File: src/rtl/rcmd_gen.sv
// Reset-request front end: debounced long-press or host strobe -> one single-cycle rcmd pulse, one cycle after the trigger is sampled.
// No backpressure; rset acknowledge tracking plus lockout/rearm ensures one request yields exactly one reset.
module rcmd_gen #(
  parameter int SYNC_STAGES     = 2,
  parameter int DEBOUNCE_CYCLES = 1000000,
  parameter int HOLD_CYCLES     = 50000000,
  parameter int ACK_TIMEOUT     = 16,
  parameter int LOCKOUT_CYCLES  = 1000
) (
  input  logic       Clk,
  input  logic       Rstn,
  input  logic       btn_n,
  input  logic       hcmd,
  input  logic       rset,
  output logic       rcmd,
  output logic       busy,
  output logic [1:0] src,
  output logic       err
);

  localparam int DB_W   = (DEBOUNCE_CYCLES > 1) ? $clog2(DEBOUNCE_CYCLES) : 1;
  localparam int HOLD_W = (HOLD_CYCLES > 1)     ? $clog2(HOLD_CYCLES)     : 1;
  localparam int ACK_W  = (ACK_TIMEOUT > 1)     ? $clog2(ACK_TIMEOUT)     : 1;
  localparam int LOCK_W = (LOCKOUT_CYCLES > 1)  ? $clog2(LOCKOUT_CYCLES)  : 1;

  localparam logic [DB_W-1:0]   DB_LAST   = DB_W'(DEBOUNCE_CYCLES - 1);
  localparam logic [HOLD_W-1:0] HOLD_LAST = HOLD_W'(HOLD_CYCLES - 1);
  localparam logic [ACK_W-1:0]  ACK_LAST  = ACK_W'(ACK_TIMEOUT - 1);
  localparam logic [LOCK_W-1:0] LOCK_LAST = LOCK_W'(LOCKOUT_CYCLES - 1);

  localparam logic [1:0] SRC_BTN  = 2'b01;
  localparam logic [1:0] SRC_HOST = 2'b10;

  typedef enum logic [2:0] {
    IDLE, PRESS, FIRE, WAIT_ACK, WAIT_DONE, LOCKOUT, REARM
  } state_t;

  state_t                 state;
  logic [SYNC_STAGES-1:0] sync_q;
  logic                   db_q;
  logic [DB_W-1:0]        db_cnt;
  logic [HOLD_W-1:0]      hold_cnt;
  logic [ACK_W-1:0]       ack_cnt;
  logic [LOCK_W-1:0]      lock_cnt;
  logic                   synced;
  logic                   pressed;
  logic                   fire_host;
  logic                   fire_btn;

  assign synced  = sync_q[SYNC_STAGES-1];
  assign pressed = ~db_q;

  // Synchronizer and debouncer both reset to the released level.
  always_ff @(posedge Clk or negedge Rstn) begin
    if (!Rstn) begin
      sync_q <= '1;
      db_q   <= 1'b1;
      db_cnt <= '0;
    end else begin
      sync_q <= {sync_q[SYNC_STAGES-2:0], btn_n};
      if (synced == db_q) begin
        db_cnt <= '0;
      end else if (db_cnt >= DB_LAST) begin
        db_q   <= ~db_q;
        db_cnt <= '0;
      end else begin
        db_cnt <= db_cnt + 1'b1;
      end
    end
  end

  // Host strobe takes priority over hold completion and release in PRESS.
  always_comb begin
    fire_host = hcmd && ((state == IDLE) || (state == PRESS));
    fire_btn  = !hcmd && (state == PRESS) && pressed && (hold_cnt == HOLD_LAST);
  end

  always_ff @(posedge Clk or negedge Rstn) begin
    if (!Rstn) begin
      state    <= IDLE;
      hold_cnt <= '0;
      ack_cnt  <= '0;
      lock_cnt <= '0;
      rcmd     <= 1'b0;
      busy     <= 1'b0;
      src      <= 2'b00;
      err      <= 1'b0;
    end else begin
      rcmd <= 1'b0;
      if (fire_host || fire_btn) begin
        state <= FIRE;
        src   <= fire_host ? SRC_HOST : SRC_BTN;
        rcmd  <= 1'b1;
        busy  <= 1'b1;
        err   <= 1'b0;
      end else begin
        case (state)
          IDLE: begin
            if (pressed) begin
              state    <= PRESS;
              hold_cnt <= '0;
            end
          end
          PRESS: begin
            if (!pressed) begin
              state <= IDLE;
            end else begin
              hold_cnt <= hold_cnt + 1'b1;
            end
          end
          FIRE: begin
            state   <= WAIT_ACK;
            ack_cnt <= '0;
          end
          WAIT_ACK: begin
            if (rset) begin
              state <= WAIT_DONE;
            end else if (ack_cnt == ACK_LAST) begin
              err      <= 1'b1;
              state    <= LOCKOUT;
              lock_cnt <= '0;
            end else begin
              ack_cnt <= ack_cnt + 1'b1;
            end
          end
          WAIT_DONE: begin
            if (!rset) begin
              state    <= LOCKOUT;
              lock_cnt <= '0;
            end
          end
          LOCKOUT: begin
            if (lock_cnt == LOCK_LAST) begin
              state <= REARM;
            end else begin
              lock_cnt <= lock_cnt + 1'b1;
            end
          end
          REARM: begin
            // A button still held from the request that fired must be released first.
            if (!pressed) begin
              state <= IDLE;
              busy  <= 1'b0;
            end
          end
          default: begin
            state <= IDLE;
            busy  <= 1'b0;
          end
        endcase
      end
    end
  end

endmodule
File: config.mk
export PLATFORM = sky130hd
export DESIGN_NAME = rcmd_gen
export DESIGN_NICKNAME = d
export VERILOG_FILES = /design/src/rtl/rcmd_gen.sv
export SDC_FILE = /design/constraint.sdc
export NUM_CORES = 1
export LEC_CHECK = 0
export CORE_ASPECT_RATIO = 1.2
export CORE_MARGIN = 4
export CORE_UTILIZATION = 56
export CTS_CLUSTER_DIAMETER = 30
export DETAILED_ROUTE_END_ITERATION = 6
export GPL_TIMING_DRIVEN = 0
export PLACE_DENSITY = 0.76
export SLEW_MARGIN = 20
export SYNTH_ARGS = -nofsm -noshare
export SYNTH_HDL_FRONTEND = slang
export SYNTH_SLANG_ARGS = --single-unit
export TNS_END_PERCENT = 30
File: constraint.sdc
create_clock -name Clk -period 2 [get_ports Clk]
set_clock_uncertainty 0.15 [all_clocks]
set_input_delay 0.2 -clock Clk [delete_from_list [all_inputs] [get_ports Clk]]
set_output_delay 0.2 -clock Clk [all_outputs]
set_load 0.005 [all_outputs]
Word-level counts from Yosys, hierarchy flattened:

Index checks and enable logic that the tools add are counted.

* flip-flop bits (word level): 71
* input port bits: 5
* output and inout bits: 5
* logic and storage cells: 96

* add/sub/neg operators: 4
* $lt $le $gt $ge: 1
* eq/ne operators: 25
* muxes and demuxes: 30
* bitwise logic cells: 3
* reduce and logical (&&, ||, !) cells: 22

Operators with widths (number)
* 26-bit two-way mux: 2
* 26-bit one-hot mux with 2 select lines: 1
* 10-bit two-way mux: 4
* 20-bit two-way mux: 2
* 10-bit one-hot mux with 3 select lines: 1
* 26-bit by 1-bit adder with 26-bit output (second input constant): 1
* 26-bit equality test (second input constant): 1
* 3-bit two-way mux: 7
* 20-bit by 1-bit adder with 20-bit output (second input constant): 1
* 20-bit greater-or-equal comparator (second input constant): 1
* 3-bit one-hot mux with 6 select lines: 1
* 2-bit inequality test (second input constant): 7
* 10-bit by 1-bit adder with 10-bit output (second input constant): 1
* 10-bit equality test (second input constant): 1
* 3-bit equality test (second input constant): 3
* 3-bit inequality test (second input constant): 3
* 4-bit two-way mux: 2
* 4-bit one-hot mux with 2 select lines: 1
* 4-bit AND reduction: 2
* 2-bit nonzero test: 4
* 1-bit two-way mux: 7
* 3-bit by 2-bit equality test with 1-bit output (second input constant): 2
* 6-bit AND reduction: 1
* 6-bit OR reduction: 1
* other kinds (20): 28

Logic depth before layout (Yosys ltp):

Gate-level depths: netlist of run 1.

* word-level depth: 7
* mapped depth: 8
* gate-level depth less buffers: 6

Least setup slack after synthesis of run 1:

Ideal clock, no wire load.

* path kind: reg-to-reg
* from: register hold_cnt[9]
* to: register hold_cnt[1]
* library setup time: 0.122 ns
* data arrival time: 1.694 ns
* required time: 1.728 ns
* setup slack: 0.035 ns
* cell stages (with the launch flop): 6
* buffers on the path: 0
* period minus slack after synthesis: 1.965 ns
* path through: dfrtp_1 or4b_1 nor4_2 and4_4 a21oi_4 a32o_1

* longest elaborated chain between the ends: 5

Ends and longest elaborated chain
* start, declared: line 42 `logic [HOLD_W-1:0] hold_cnt;`
* start signal, assigned: line 108 `hold_cnt <= hold_cnt + 1'b1;`
* 26-bit equality test: line 75 `fire_btn = !hcmd && (state == PRESS) && pressed && (hold_cnt == HOLD_LAST);`
* 1-bit logical AND: line 75
* 1-bit logical OR: line 90 `if (fire_host || fire_btn) begin`
* 1-bit NOT (no line)
* 4-bit AND reduction (no line)

Every way passes these cells.
A chain may end at the register's enable or synchronous reset.

Worst setup path after layout of run 1:

* from: register hold_cnt[9]
* to: register hold_cnt[3]

The elaborated chain is that of the path after synthesis.

==> results.yml, run 1 <==
worst_setup_path:
  path_class: "flip-flop to flip-flop"
  critPathMaxFanout: 5
  cp_data_arrival_time_ns: 2.16
  worstPathRequired_ns: 2.07
  critPathCaptureType: "flip-flop"
  start_kind: "flip-flop"
drt:
  drcViolationCount: 0
  via_count: 3169
  totalWireLength_um: 8420
  first_pass_iters: 4
  drt_iter0_drc: 176
  vias_per_cell: 6.07
  wl_per_cell_um: 16.1
  ant_nets: 0
yosys:
  ys_seq_elements: 71
  synth_edf_count: 0
  synth_cell_types: 56
  syn_inst: 397
  ys_warn_count: 0
  syn-num-nets: 406
  ys.flop_type: "dfrtp_1"
  ys_seq_area_share_pct: 47.1
  synthArstFlopShare_pct: 100
  syn_area_per_cell_um2: 9.52
  synth.cell_area_um2: 3780
sta:
  finalMaxSlewViolations: 0
  max_clock_freq_mhz: 477
  finalCriticalPeriod_ns: 2.10
  rsz0062_at_grt: "yes"
  hold_slack_ns: 0.104
  setup_violations: 15
  min_period_over_period_pct: 105
  fin_ws_ns: -0.0956
  fin_setup_tns_ns: -0.717
  tightest_slew_ns: 0.505
  relSlewSlack_pct: 66.2
  hold_viol: 0
power_and_ir_drop:
  power_frac_seq_pct: 48.9
  irDropWorstVdd_mv: 0.755
  p_int_w: 0.00237
  swShare_pct: 20.6
  p_leak_nw: 1.99
  powerDensity_nw_per_um2: 654
  p_sw_w: 0.000616
  share_comb_of_total_power_pct: 2.7
  power_w: 0.00299
  clkPwrFrac_pct: 48.5
cts:
  htreeDepth: 3
  clkSlewWorstSetupHoldPaths_ns: 0.08
  cts_buffers: 9
  clkSinkCount: 71
  cts_tree: "built"
  clockBufferDepth: 2
  clkLatencyLatePin_ns: 0.35
  root_buffer: "clkbuf_8"
global_route:
  grt_max_degree: 46
  gr-usage-met2_pct: 35.3
  grt_pass1_vias: 3035
  grt_pass1_wl_um: 14200
  grtUsageMet1_pct: 27.6
  grt.busiest_layer: "met2"
  use_met3_pct: 4.30
  antenna_found_initial: 0
  grt_usage_pct: 21.2
  grt_overflow: 0
floorplanning:
  core_area_um2: 6490
  pin_count: 10
  rows: 32
  die-area_um2: 8130
  chipHeight_um: 98
  start_util_pct: 58.3
  die_w_um: 83
cells_and_area:
  layout_common_cells: "62 x dfrtp_1, 51 x nor2_1, 36 x nand2_1"
  nets: 441
  antenna_cells: 0
  layout_commonest_cell: "dfrtp_1"
  fin_area_um2: 4570
  drive_above_1_share_pct: 21.1
  syn_to_final_growth_pct: 20.9
place:
  dpl-instance-area_um2: 4000
  gp_congestion: 0.897
  place_hpwl_um: 5230
  portBuffers: 9
run_status:
  violations: "negative setup slack"
  outcome: "complete, but fails checks"
flow_run:
  maxCapViolations: 0
min_path:
  worstHoldPathType: "primary input to flip-flop"
## state kept, by name, summed over array words and instances (netlist names)
name	cells
busy	1
sync_q	2
rcmd	1
hold_cnt	26
src	2
lock_cnt	10
err	1
state	3
db_q	1
ack_cnt	4
db_cnt	20
## layer usage
layer | wire length (um) | share of wire (%) | vias up
met5 | 0 | 0 | -
met4 | 150 | 1.8 | 0
met3 | 277 | 3.3 | 16
met2 | 4260 | 51 | 67
met1 | 3740 | 44 | 1563
li1 | - | - | 1523
## critical path, stage by stage, from the launching register on
cell and delay [ns]:
dfrtp_2 0.44, or4b_4 0.54, nor4_4 0.20, nand4_1 0.21, buf_6 0.19, a31oi_1 0.18
a311oi_2 0.07
## kinds of logic after synthesis
| family | after synthesis | share of synthesized area, % |
|---|---|---|
| AND/OR/NAND/NOR | 189 | 26.8 |
| XOR/XNOR | 28 | 6.49 |
| multiplexers | 5 | 1.39 |
| buffers and inverters | 23 | 3.08 |
| AO/OA/AOI/OAI | 77 | 13.8 |
| adder cells (fa/ha/maj) | 4 | 1.32 |
| flip-flops | 71 | 47.1 |
## power by group through the flow
| stage | Clock, W | Combinational, W | Sequential [W] |
|---|---|---|---|
| finish | 0.00145 | 0.0000796 | 0.00146 |
| global route | 0.00153 | 0.0000913 | 0.00146 |
| CTS | 0.00147 | 0.0000813 | 0.00146 |
| detailed placement | 0 | 0.0000786 | 0.00149 |
| global placement | 0 | 0.0000711 | 0.00149 |
| floorplan | 0 | 0.0000247 | 0.00149 |
## cell usage after synthesis (all sizes together) (6+ instances only)
library cell  instances  area (um2)
dfrtp                68        1700
nor2                 52         195
nand2                37         139
o21ai                29         149
and3                 23         144
nand3                21         105
xor2                 19         166
nand4                17         106
a21oi                15         105
buf                  12        75.1
xnor2                 9        78.8
inv                   8        30.0
a31oi                 6        37.5
and4                  6        55.1
## metrics by stage
stage / util (%) / worst slack (ns) / std cells
3_3_place_gp: 61.3 / -1.81 / 491
5_1_grt: 70.4 / -0.142 / 522
2_1_floorplan: - / 0.0345 / 397
3_5_place_dp: 61.7 / -0.541 / 492
4_1_cts: 68.1 / -0.111 / 515
6_report: 70.4 / -0.0956 / 522
## final timing paths
check | start | end | slack (ns) | depth (start not counted)
max in group asynchronous | Rstn | sync_q[1] | 0.93 | 3
min reg2reg | sync_q[0] | sync_q[1] | 0.22 | 0
max | hold_cnt[9] | hold_cnt[3] | -0.1 | 6
max reg2reg | hold_cnt[9] | hold_cnt[3] | -0.1 | 6
min in group asynchronous | Rstn | ack_cnt[2] | 0.16 | 2
min | btn_n | sync_q[0] | 0.10 | 1
## repair_timing
| action | in CTS | in global routing |
|---|---|---|
| hold buffers | 1 | 0 |
| pin swaps | 15 | 7 |
| gates resized for setup | 27 | 31 |
| endpoints found under the setup margin | 42 | 55 |
| setup buffers | 6 | 8 |
| hold endpoints to repair | 68 | 0 |
## cell type report
cell class              instances  area [um2]
clock buffers                  11         151
fillers                       483        1920
inverters                       8        30.0
well taps                      85         106
multi-input cells             303        2020
clock inverters                 5         104
plain buffers                  14         133
repair buffers                 25         238
flip-flops and latches         71        1790
Note: power is estimated with default switching activity, not from simulation.
==> inputs of run 2 (changes only) <==
--- a/config.mk
+++ b/config.mk
@@ -11,9 +11,10 @@
 export CTS_CLUSTER_DIAMETER = 30
 export DETAILED_ROUTE_END_ITERATION = 6
 export GPL_TIMING_DRIVEN = 0
+export MAX_ROUTING_LAYER = met4
 export PLACE_DENSITY = 0.76
 export SLEW_MARGIN = 20
 export SYNTH_ARGS = -nofsm -noshare
 export SYNTH_HDL_FRONTEND = slang
 export SYNTH_SLANG_ARGS = --single-unit
-export TNS_END_PERCENT = 30
+export TNS_END_PERCENT = 100
==> results.yml, run 2 (synthesis results as in run 1) <==
global_route:
  grt_usage_pct: 22.2
  grt_pass1_vias: 3113
  grt_overflow: 0
  grt_pass1_wl_um: 14500
  grt_max_degree: 46
  antenna_found_initial: 0
min_path:
  hold_depth: 1
  worstHoldPathType: "primary input to flip-flop"
floorplanning:
  core_area_um2: 6490
  rows: 32
  pin_count: 10
  start_util_pct: 58.3
  die_w_um: 83
  die-area_um2: 8130
  chipHeight_um: 98
worst_setup_path:
  critPathMaxFanout: 10
  cp_num_buf_inv: 1
  cp_cell_sequence: "or4b_4 -> nor4_4 -> and4_4 -> buf_8 -> o31ai_1 -> a21oi_2"
  crit_family: "simple AND/OR/NAND/NOR gates"
  slowest_stage: "or4b_4"
  cp_data_arrival_time_ns: 2.26
  critPathCaptureType: "flip-flop"
  path_depth: 6
  path_class: "flip-flop to flip-flop"
  worstPathRequired_ns: 2.12
  slowest_delay_ns: 0.53
  start_kind: "flip-flop"
  r2r_cells: 6
cells_and_area:
  largest_reg_flops: 26
  syn_to_final_growth_pct: 27.0
  drive_above_1_share_pct: 27.5
  regMostFlops: "hold_cnt"
  nets: 466
  fillers: 439
  layout_commonest_cell: "dfrtp_1"
  fin_area_um2: 4800
  layout_common_cells: "62 x dfrtp_1, 50 x nor2_1, 39 x buf_4"
  antenna_cells: 0
  reg_top3: "hold_cnt x26, db_cnt x20, lock_cnt x10"
power_and_ir_drop:
  p_leak_nw: 2.11
  powerDensity_nw_per_um2: 626
  irDropWorstVdd_mv: 0.750
sta:
  rsz0062_at_grt: "yes"
  max_clock_freq_mhz: 467
  relSlewSlack_pct: 66.0
  finalCriticalPeriod_ns: 2.14
  fin_ws_ns: -0.140
  setup_violations: 20
  finalMaxSlewViolations: 0
  tightest_slew_ns: 0.507
  hold_viol: 0
  hold_slack_ns: 0.104
  min_period_over_period_pct: 107
cts:
  clkLatencyLatePin_ns: 0.35
  cts_tree: "built"
  htreeDepth: 3
  clkSlewWorstSetupHoldPaths_ns: 0.08
  clockBufferDepth: 2
  root_buffer: "clkbuf_8"
  clkSinkCount: 71
  cts_buffers: 9
flow_run:
  maxCapViolations: 0
drt:
  totalWireLength_um: 9570
  wl_per_cell_um: 17.5
  via_count: 3422
  drt_iter0_drc: 265
  first_pass_iters: 5
  ant_nets: 0
  drcViolationCount: 0
  vias_per_cell: 6.26
place:
  dpl-instance-area_um2: 4000
  portBuffers: 9
  dp_slack_ns: -0.541
  gp_congestion: 0.913
  place_hpwl_um: 5230
run_status:
  violations: "negative setup slack"
  outcome: "complete, but fails checks"
-- run 2: cell types whose count changed in the layout (fill, tap and decap cells not counted), moves of 2 or more --
cell,delta
buf_4,+25
a211oi_1,-3
a211oi_2,+3
and3_4,+2
buf_6,+2
nand2_1,-2
nand2_2,+2
or4_1,-2
or4_4,+2
-- run 2: final cells by class --
cell class	count	area, um2	area share, %
multi-input combinational	303	2060	42.9
sequential	71	1790	37.2
timing repair buffer	51	444	9.25
clock buffer	11	151	3.15
buffer	13	116	2.42
tap	85	106	2.21
clock inverter	5	104	2.16
inverter	8	30.0	0.625
-- run 2: what timing repair did --
item | CTS | global route
hold endpoints to repair | 68 | 0
buffers inserted | 17 | 23
endpoints found under the setup margin | 42 | 61
hold buffers | 1 | 0
gates resized for setup | 22 | 49
pin swaps | 14 | 14
-- run 2: through the flow --
stage               power [W]  util [%]  TNS (ns)  cells
global route          0.00309      74.0     -2.79    547
detailed placement    0.00157      61.7    -11.61    492
finish                0.00300      74.0     -1.22    547
floorplan             0.00151         -         0    397
global placement      0.00156      61.3   -136.77    491
CTS                   0.00302      69.1     -1.01    525
-- run 2: worst paths after layout --
check	startpoint	to	slack (ns)
worst max-delay path	hold_cnt[9]	hold_cnt[9]	-0.14
worst min-delay path	btn_n	sync_q[0]	0.10
worst max register to register	hold_cnt[9]	hold_cnt[9]	-0.14
worst min register to register	sync_q[0]	sync_q[1]	0.22
max in group asynchronous	Rstn	sync_q[1]	0.93
min in group asynchronous	Rstn	ack_cnt[2]	0.16
-- run 2: routing by layer --
metal	track usage, %	vias to the layer above	part of all wire (%)
met4	8.18	0	3.5
met3	4.22	47	4.7
met5	-	-	0
met2	35.9	124	50
li1	-	1563	-
met1	27.9	1688	42
-- run 2: power breakdown --
group,total [W],switching [W],internal (W)
Combinational,0.0000801,0.0000518,0.0000283
Clock,0.00146,0.000566,0.000897
Sequential,0.00146,0.0000126,0.00145
==> inputs of run 3 (changes only) <==
--- a/config.mk
+++ b/config.mk
@@ -13,6 +13,7 @@
 export GPL_TIMING_DRIVEN = 0
 export MAX_ROUTING_LAYER = met4
 export PLACE_DENSITY = 0.76
+export SKIP_LAST_GASP = 1
 export SLEW_MARGIN = 20
 export SYNTH_ARGS = -nofsm -noshare
 export SYNTH_HDL_FRONTEND = slang
==> results.yml, run 3 (synthesis results as in run 1) <==
cts:
  cts_tree: "built"
  cts_buffers: 9
  clockBufferDepth: 2
  clkLatencyLatePin_ns: 0.35
  clkSlewWorstSetupHoldPaths_ns: 0.09
  root_buffer: "clkbuf_8"
  htreeDepth: 3
  clkSinkCount: 71
cells_and_area:
  largest_reg_flops: 26
  layout_commonest_cell: "dfrtp_1"
  drive_above_1_share_pct: 27.1
  antenna_cells: 0
  syn_to_final_growth_pct: 26.9
  nets: 466
  post-route-util_pct: 73.9
  regMostFlops: "hold_cnt"
  reg_top3: "hold_cnt x26, db_cnt x20, lock_cnt x10"
  layout_common_cells: "62 x dfrtp_1, 50 x nor2_1, 39 x buf_4"
drt:
  vias_per_cell: 6.27
  wl_per_cell_um: 17.6
  drt_iter0_drc: 228
  totalWireLength_um: 9650
  drcViolationCount: 0
  first_pass_iters: 5
  via_count: 3430
  ant_nets: 0
worst_setup_path:
  start_kind: "flip-flop"
  cp_data_arrival_time_ns: 2.27
  slowest_stage: "dfrtp_1"
  critPathMaxFanout: 10
  worstPathRequired_ns: 2.12
  slowest_delay_ns: 0.42
  path_class: "flip-flop to flip-flop"
  cp_cell_sequence: "ha_2 -> nand3_1 -> nor4_2 -> and4_4 -> buf_8 -> o31ai_1 -> a21oi_2"
  critPathCaptureType: "flip-flop"
sta:
  hold_viol: 0
  finalCriticalPeriod_ns: 2.15
  hold_slack_ns: 0.106
  max_clock_freq_mhz: 465
  relSlewSlack_pct: 66.2
  tightest_slew_ns: 0.505
  finalMaxSlewViolations: 0
  min_period_over_period_pct: 107
  rsz0062_at_grt: "yes"
  setup_violations: 18
  fin_ws_ns: -0.149
power_and_ir_drop:
  powerDensity_nw_per_um2: 627
  irDropWorstVdd_mv: 0.754
  p_leak_nw: 2.11
global_route:
  antenna_found_initial: 0
  grt_max_degree: 46
  grt_pass1_wl_um: 14500
  grt_overflow: 0
  grt_usage_pct: 22.2
  grt_pass1_vias: 3115
flow_run:
  maxCapViolations: 0
floorplanning:
  die-area_um2: 8130
  pin_count: 10
  start_util_pct: 58.3
  core_area_um2: 6490
  die_w_um: 83
  chipHeight_um: 98
  rows: 32
place:
  portBuffers: 9
  gp_congestion: 0.913
  place_hpwl_um: 5230
run_status:
  outcome: "complete, but fails checks"
  violations: "negative setup slack"
min_path:
  worstHoldPathType: "primary input to flip-flop"
-- run 3: changes by cell type in the layout (fill, tap and decap cells not counted) --
cell and change:
a31oi_1 -1, a31oi_2 +1, nand2_1 +1, nand2_2 -1
nand3_1 +1, nand3_2 -1, or3_1 +1, or3_4 -1
-- run 3: where the power goes --
part,switching (W),leakage (nW),internal (W),total [W]
sequential,0.0000124,0.895,0.00145,0.00146
combinational,0.0000521,1.08,0.0000282,0.0000803
clock,0.000569,0.130,0.000897,0.00147
-- run 3: area by class of cell --
type,instances,area [um2]
Timing Repair Buffer,51,444
Buffer,13,116
Clock buffer,11,151
Inverter,8,30.0
Fill cell,437,1690
Multi-Input combinational cell,303,2060
Clock inverter,5,104
Tap cell,85,106
Sequential cell,71,1790
-- run 3: routing by layer --
metal | wire (um) | vias to the layer above | global-route usage, %
li1 | - | 1567 | -
met3 | 425 | 24 | 4.22
met4 | 167 | 0 | 8.18
met5 | 0 | - | -
met2 | 4930 | 108 | 35.9
met1 | 4120 | 1731 | 27.9
-- run 3: timing repair --
| action | in CTS | in global routing |
|---|---|---|
| hold endpoints to repair | 68 | 0 |
| hold buffers | 1 | 0 |
| endpoints found under the setup margin | 42 | 61 |
| pin swaps | 13 | 13 |
| gates cloned | 0 | 0 |
| setup buffers | 17 | 23 |
| resized for setup | 20 | 49 |
-- run 3: final timing paths --
kind	cells past startpoint	slack, ns	from	to
hold reg to reg	0	0.21	sync_q[0]	sync_q[1]
max in group asynchronous	3	0.93	Rstn	sync_q[1]
min in group asynchronous	2	0.16	Rstn	ack_cnt[2]
hold / removal	1	0.11	btn_n	sync_q[0]
setup reg to reg	7	-0.15	hold_cnt[0]	hold_cnt[9]
setup / recovery	7	-0.15	hold_cnt[0]	hold_cnt[9]
-- run 3: metrics by stage --
step	area (um2)	TNS, ns	cells	setup slack, ns	total power (W)
after CTS	4470	-1.07	525	-0.114	0.00302
after detailed placement	4000	-11.61	492	-0.541	0.00157
after global routing	4800	-2.63	547	-0.209	0.00310
final	4800	-1.15	547	-0.149	0.00301
after floorplan	3780	0	397	0.0345	0.00151
after global placement	3980	-136.77	491	-1.81	0.00156
-- run 3: worst max-delay path: cells and delay by family, from the launching register on --
kind | cells | cell delay, ns
adder cells (fa/ha/maj) | 1 | 0.25
AO/OA/AOI/OAI | 2 | 0.25
AND/OR/NAND/NOR | 3 | 0.84
buffers and inverters | 1 | 0.14
flip-flops | 1 | 0.42
